### src/rtl/booth_mac_accumulator.sv
// Accumulates a programmed number (len) of signed Booth-multiplier products into one signed sum.
// Latency: a start accepted at edge N takes len products from edge N+1 on; the sum is valid right after the last product edge.
// Backpressure: the finished sum holds in DONE until acc_ready; products seen in IDLE or DONE are dropped.
// Build option: define SATURATE_EN to clamp on signed overflow. Without it the sum wraps modulo 2^AW.
module booth_mac_accumulator #(
  parameter int PW    = 16,
  parameter int AW    = 18,
  parameter int CNT_W = 4
) (
  input  logic             clk,
  input  logic             rst,
  input  logic             start,
  input  logic [CNT_W-1:0] len,
  input  logic             prod_valid,
  input  logic [PW-1:0]    prod,
  input  logic             prod_carry,
  input  logic             acc_ready,
  output logic             busy,
  output logic [AW-1:0]    acc_out,
  output logic             acc_valid,
  output logic             ovf,
  output logic             carry_seen
);

  typedef enum logic [1:0] {IDLE, ACCUM, DONE} state_t;

  state_t           state;
  logic [CNT_W-1:0] cnt;
  logic [AW:0]      sum_wide;
  logic             sum_ovf;
  logic [AW-1:0]    acc_next;
  logic             start_ok;

  // A start with len=0 is not a block at all, so it is never accepted.
  assign start_ok = start && (len != '0);

  // Add one sign-extended product with a guard bit, so that overflow shows as a top-two-bit disagreement.
  always_comb begin
    sum_wide = {acc_out[AW-1], acc_out} + {{(AW+1-PW){prod[PW-1]}}, prod};
    sum_ovf  = sum_wide[AW] ^ sum_wide[AW-1];
    acc_next = sum_wide[AW-1:0];
`ifdef SATURATE_EN
    // The guard bit carries the sign of the true sum, so it selects the clamp direction.
    if (sum_ovf) begin
      acc_next = sum_wide[AW] ? {1'b1, {(AW-1){1'b0}}} : {1'b0, {(AW-1){1'b1}}};
    end
`endif
  end

  // Block FSM. All outputs are registered here, so no input reaches an output combinationally.
  always_ff @(posedge clk or negedge rst) begin
    if (!rst) begin
      state      <= IDLE;
      cnt        <= '0;
      busy       <= 1'b0;
      acc_out    <= '0;
      acc_valid  <= 1'b0;
      ovf        <= 1'b0;
      carry_seen <= 1'b0;
    end else begin
      case (state)
        IDLE: begin
          if (start_ok) begin
            state      <= ACCUM;
            cnt        <= len;
            busy       <= 1'b1;
            acc_out    <= '0;
            ovf        <= 1'b0;
            carry_seen <= 1'b0;
          end
        end
        ACCUM: begin
          if (prod_valid) begin
            acc_out    <= acc_next;
            ovf        <= ovf | sum_ovf;
            carry_seen <= carry_seen | prod_carry;
            cnt        <= cnt - 1'b1;
            if (cnt == CNT_W'(1)) begin
              state     <= DONE;
              acc_valid <= 1'b1;
            end
          end
        end
        DONE: begin
          if (acc_ready) begin
            acc_valid <= 1'b0;
            // A start in the release cycle chains straight into the next block with no idle cycle.
            if (start_ok) begin
              state      <= ACCUM;
              cnt        <= len;
              acc_out    <= '0;
              ovf        <= 1'b0;
              carry_seen <= 1'b0;
            end else begin
              state <= IDLE;
              busy  <= 1'b0;
            end
          end
        end
        default: begin
          state     <= IDLE;
          busy      <= 1'b0;
          acc_valid <= 1'b0;
        end
      endcase
    end
  end

endmodule

### config.mk
export PLATFORM = sky130hd
export DESIGN_NAME = booth_mac_accumulator
export DESIGN_NICKNAME = d
export VERILOG_FILES = /design/src/rtl/booth_mac_accumulator.sv
export SDC_FILE = /design/constraint.sdc
export NUM_CORES = 1
export LEC_CHECK = 0
export CAP_MARGIN = 20
export CORE_AREA = 2 2 73 75
export DETAILED_ROUTE_END_ITERATION = 8
export DIE_AREA = 0 0 75 77
export HOLD_SLACK_MARGIN = 0.15
export PLACE_DENSITY = 0.68
export SLEW_MARGIN = 20
export SYNTH_ARGS = -nofsm -noshare
export SYNTH_HDL_FRONTEND = slang
export SYNTH_SLANG_ARGS = --single-unit
export TNS_END_PERCENT = 10
### constraint.sdc
create_clock -name clk -period 6.35 [get_ports clk]
set_input_delay 1.905 -clock clk [delete_from_list [all_inputs] [get_ports clk]]
set_output_delay 1.905 -clock clk [all_outputs]
set_load 0.01 [all_outputs]
== Word-level counts from Yosys, hierarchy flattened ==
Cells that the tools add are included.

* Add/subtract/negate cells: 2
* Equality and inequality tests: 8
* Multiplexer cells: 30
* Bitwise gates (word level): 5
* Reduce and logical (&&, ||, !) cells: 8

{| class="wikitable"
|+ Operator list
! cell !! count
|-
| two-way mux 18 bit || 3
|-
| one-hot mux 18 bit (3 select lines) || 1
|-
| adder 18 x 16 -> 19 bit || 1
|-
| two-way mux 1 bit || 13
|-
| two-way mux 4 bit || 3
|-
| one-hot mux 1 bit (3 select lines) || 4
|-
| one-hot mux 4 bit (3 select lines) || 1
|-
| AND reduction 4 bit || 3
|-
| inequality test 2 bit (second input constant) || 5
|-
| two-way mux 2 bit || 4
|-
| one-hot mux 2 bit (3 select lines) || 1
|-
| equality test 4 x 1 -> 1 bit (second input constant) || 1
|-
| nonzero test 4 bit || 1
|-
| subtractor 4 x 1 -> 4 bit (second input constant) || 1
|-
| AND reduction 3 bit || 1
|-
| nonzero test 3 bit || 1
|-
| equality test 2 x 1 -> 1 bit (second input constant) || 1
|-
| equality test 2 bit (second input constant) || 1
|-
| logical NOT 2 bit || 1
|-
| NOT 1 bit || 2
|-
| bitwise OR 1 bit || 2
|-
| logical AND 1 bit || 1
|-
| bitwise XOR 1 bit || 1
|}

* Bits in registers: 28
* Input port bits: 26

== Logic depth before layout (Yosys ltp) ==
* Word-level depth: 5
* Gate-level depth with buffers: 10

== Worst setup path before layout ==
OpenSTA, ideal clock, no wires.

* Path kind: input to register
* Start: input port prod[0]
* End: register ovf
* Setup time: 0.076 ns
* Arrival time: 3.507 ns
* Data required time: 6.274 ns
* Slack: 2.767 ns
* Stages on the path: 10
* Cells stage by stage: ha_1 > inv_1 > fa_1 > nand2b_1 > a21oi_1 > o21ai_1 > o21ai_0 > a21oi_1 > xor2_1 > o21ai_1

* Longest elaborated chain between the ends: 5

{| class="wikitable"
|+ Ends and longest elaborated chain
! item !! RTL line !! text
|-
| start: declaration || 15 || <nowiki>input logic [PW-1:0] prod,</nowiki>
|-
| adder 18 x 16 -> 19 bit || 39 || <nowiki>sum_wide = {acc_out[AW-1], acc_out} + {{(AW+1-PW){prod[PW-1]}}, prod};</nowiki>
|-
| bitwise XOR 1 bit || 40 || <nowiki>sum_ovf = sum_wide[AW] ^ sum_wide[AW-1];</nowiki>
|-
| bitwise OR 1 bit || 75 || <nowiki>ovf <= ovf | sum_ovf;</nowiki>
|-
| two-way mux 1 bit || 73 || <nowiki>if (prod_valid) begin</nowiki>
|-
| one-hot mux 1 bit (3 select lines) || 61 || <nowiki>case (state)</nowiki>
|-
| end signal: assignment || 75 ||
|-
| end: declaration || 21 || <nowiki>output logic ovf,</nowiki>
|}

Every way passes these cells. The select of a mux whose other input is x is not followed.
A chain may end at the register's enable or synchronous reset.

== Final worst setup path ==
Ends and elaborated chain as after synthesis.

==> results.md <==
- Outcome: finished clean
- Count of buffers inserted at the top-level ports: 47
- Number of top-level pins: 48
- Register clock-pin slew on the reported worst setup and hold paths: 110 ps
- DR DRC count: 0
- Worst reg2reg endpoint: cnt[0]
- CP Cell Sequence: clkdlybuf4s50_1 -> ha_1 -> inv_1 -> fa_1 -> nand2b_1 -> a21oi_1 -> o21ai_1 -> o21ai_0 -> a21oi_1 -> xor2_1 -> o21ai_1
- Clock insertion delay at the later pin of the skew report: 280 ps
- Width of the die: 75 um
- Warnings from Yosys: 0
- Setup repair after global routing missed its margin: false
- Time the worst path needs with I/O delays and setup: 3980 ps
- Final Worst Setup Slack: 2370 ps
- Post-CTS Resized: 0
- Arrival time at the worst endpoint: 4190 ps
- Biggest area consumer among synthesized cells: sky130_fd_sc_hd__dfrtp_1
- TritonCTS Sinks: 28
- Gate Count Post-Synth: 234
- Total Power Consumption: 1.29 mW
- Detail Placement HPWL: 3440 um
- Number of antenna violations at the first check in global routing: 0
- Fraction of post-synthesis cell area in the top cell type by area: 0.343
- Worst-case register-to-register setup slack: 3970 ps
- Worst Setup End Kind: register
- Required time of the worst setup path: approximately 6600 ps
- Worst slack at placement: 2060 ps
- Residual antenna-violating net count after detailed routing: 0
- Setup_tns: 0 ps
- Endpoints failing setup: 0
- Tightest Hold Check Type: reg -> reg
- Cell area power density: 488 nW/um^2
- # hold bufs at CTS: 0
- Proportion of synthesized flip-flops having asynchronous set or reset: 1.00
- Count of TritonRoute iterations in the first routing pass: 4
- Layout cells sized above 1: 0.0463
- Standby leakage power: 1.15 nW
- Total Routing Usage GR: 0.165
- Final count of hold timing violations: 0
- Maximum fanout along the worst path: 3
- Worst max-slew margin expressed relative to the limit: 0.367
- Starting density of the core: 0.411
- R2R depth: 6
- Combined area of all synthesized cells: 2050 sq um
- Via count of the first global-routing pass: 1708
- Post-CTS repair timing setup buffer count: 0
- Worst voltage drop across the vdd grid: 210 uV
- Worst-case hold slack: 514 ps
- Number of DRC markers in iteration 0: 58
- Most area-consuming cells after synthesis: sky130_fd_sc_hd__dfrtp_1, sky130_fd_sc_hd__ha_1, sky130_fd_sc_hd__a21oi_1
- Routed via count: 1824
- Reported max-cap violation count: 0
- Final Core Density: 0.533
- Top FF cell, synth: sky130_fd_sc_hd__dfrtp_1
- Fillers: between 400 and 500
- Diodes inserted: 0
- Final WL: around 4600 um
- Worst hold endpoint: carry_seen
- Pin count of the biggest net entering global routing: 29
- Final number of max-transition violations: 0
- Synthesized area divided by synthesized cell count: 8.74 sq um
- Start point of the worst hold path: carry_seen
- Avg Vias per Cell: 5.20
- Die height: between 70 and 80 um
- Number of nets produced by synthesis: between 200 and 300
- Nets: 329
- Area of the placeable core: between 4000 and 5000 sq um
- Post-place instance area: between 2000 and 3000 sq um
- Floorplan die area: 5780 sq um
- Count of different cell masters after synthesis: 47
- H-Tree Depth: 1
- FP Rows: 26
- Number of buffers added by the clock tree synthesis step: 3
- Top achievable clock speed: 251 MHz
- Leftover overflow at the end of global routing: 0
- Setup CP Type: in -> reg
- Post-synthesis to final-layout area growth: 29.7%
- First-pass GRT wire length: 7650 um
- Wirelength per Cell: around 13 um
- Maximum buffer depth of the clock tree: 2
- Synth top cells by count: sky130_fd_sc_hd__dfrtp_1, sky130_fd_sc_hd__nand2_1, sky130_fd_sc_hd__a21oi_1, sky130_fd_sc_hd__o21ai_1, sky130_fd_sc_hd__ha_1
- Sequential fraction of the synthesis area: 0.343
- Final std cell area, no fill: between 2000 and 3000 sq um
- Hold path depth: 2
- Largest incremental delay on the critical path: 460 ps
- Number of synthesized flops with an enable pin: 0
- GP Congestion: 0.831
- Launching point of the worst reg2reg path: state[0]
- Final cell count without fillers: between 300 and 400
- Root cell of the clock tree: sky130_fd_sc_hd__clkbuf_8
- Share of the clock period used by the worst path after layout: 0.627
- Worst slew pin tran: 949 ps
- CTS tree: done
- Post-synthesis sequential element count: 28
- Placed cell count: about 350
- Category of the worst setup path launch point: input pin
- Worst clock skew: 5.85 ps
- Slowest-stage cell, CP: sky130_fd_sc_hd__clkdlybuf4s50_1
kinds of logic after synthesis:
| group | Yosys count | synth area share |
|---|---|---|
| and+or+nand+nor | 70 | 0.165 |
| adders and majority gates | 21 | 0.132 |
| AOI/OAI and AO/OA | 78 | 0.245 |
| xor gates and xnor gates | 17 | 0.0728 |
| DFF | 28 | 0.343 |
| buffers and inverters | 20 | 0.0422 |
state kept, by name, indices dropped and copies added, names as in the netlist:
register and cells:
ovf 1, acc_valid 1, state 2, busy 1, acc_out 18, carry_seen 1, cnt 4
power by group:
group	internal [mW]	leakage (nW)	switching (mW)	total [mW]
Combinational	0.388	0.773	0.430	0.818
Clock	0.0845	0.0357	0.0606	0.145
Sequential	0.262	0.341	0.0685	0.331
Total	0.735	1.15	0.559	1.29
layout by cell type (no fill, tap or decap), types with 2 or more instances in the layout:
cell                              instances
sky130_fd_sc_hd__a21o_1                   2
sky130_fd_sc_hd__a21oi_1                 24
sky130_fd_sc_hd__and2_1                   4
sky130_fd_sc_hd__and3_1                   2
sky130_fd_sc_hd__clkbuf_8                 3
sky130_fd_sc_hd__clkdlybuf4s50_1         47
sky130_fd_sc_hd__dfrtp_1                 28
sky130_fd_sc_hd__ha_1                    20
sky130_fd_sc_hd__inv_1                   15
sky130_fd_sc_hd__nand2_1                 28
sky130_fd_sc_hd__nand2b_1                 2
sky130_fd_sc_hd__nand3_1                  7
sky130_fd_sc_hd__nand4_1                  2
sky130_fd_sc_hd__nor2_1                  12
sky130_fd_sc_hd__nor2b_1                  2
sky130_fd_sc_hd__nor3_1                   4
sky130_fd_sc_hd__nor3b_1                  2
sky130_fd_sc_hd__o211ai_1                 3
sky130_fd_sc_hd__o21ai_0                  8
sky130_fd_sc_hd__o21ai_1                 24
sky130_fd_sc_hd__xnor2_1                  9
sky130_fd_sc_hd__xor2_1                   8
critical path: cells and delay by family:
kind            cells  cell delay, ps
buf+inv             2             510
xor+xnor            1             150
simple gates        1             180
compound gates      5             910
fa+ha+maj           2             540
worst max-delay path by stage:
stage | depth (start not counted) | slack [ps] | endpoint | startpoint
floorplan | 10 | 2770 | ovf | prod[0]
finish | 11 | 2370 | ovf | prod[0]
global placement | 11 | 2110 | ovf | prod[0]
global route | 11 | 2160 | ovf | prod[0]
detailed placement | 11 | 2060 | ovf | prod[0]
CTS | 11 | 2370 | ovf | prod[0]
layout make-up:
cell class	count	area, sq um	share of cell area
repair buffers	48	478	0.180
multi-input cells	186	1260	0.475
clock buffers	3	41.3	0.0156
clock inverters	1	30.0	0.0113
inverters	15	56.3	0.0212
flip-flops and latches	28	701	0.264
well taps	70	87.6	0.0330
routing by layer:
layer	vias up	routed length [um]	global-route usage
met4	0	40	0.0464
met3	4	272	0.0237
met5	-	0	0
li1	936	-	-
met2	58	2040	0.254
met1	826	2250	0.240
(Power assumes the default switching activity.)
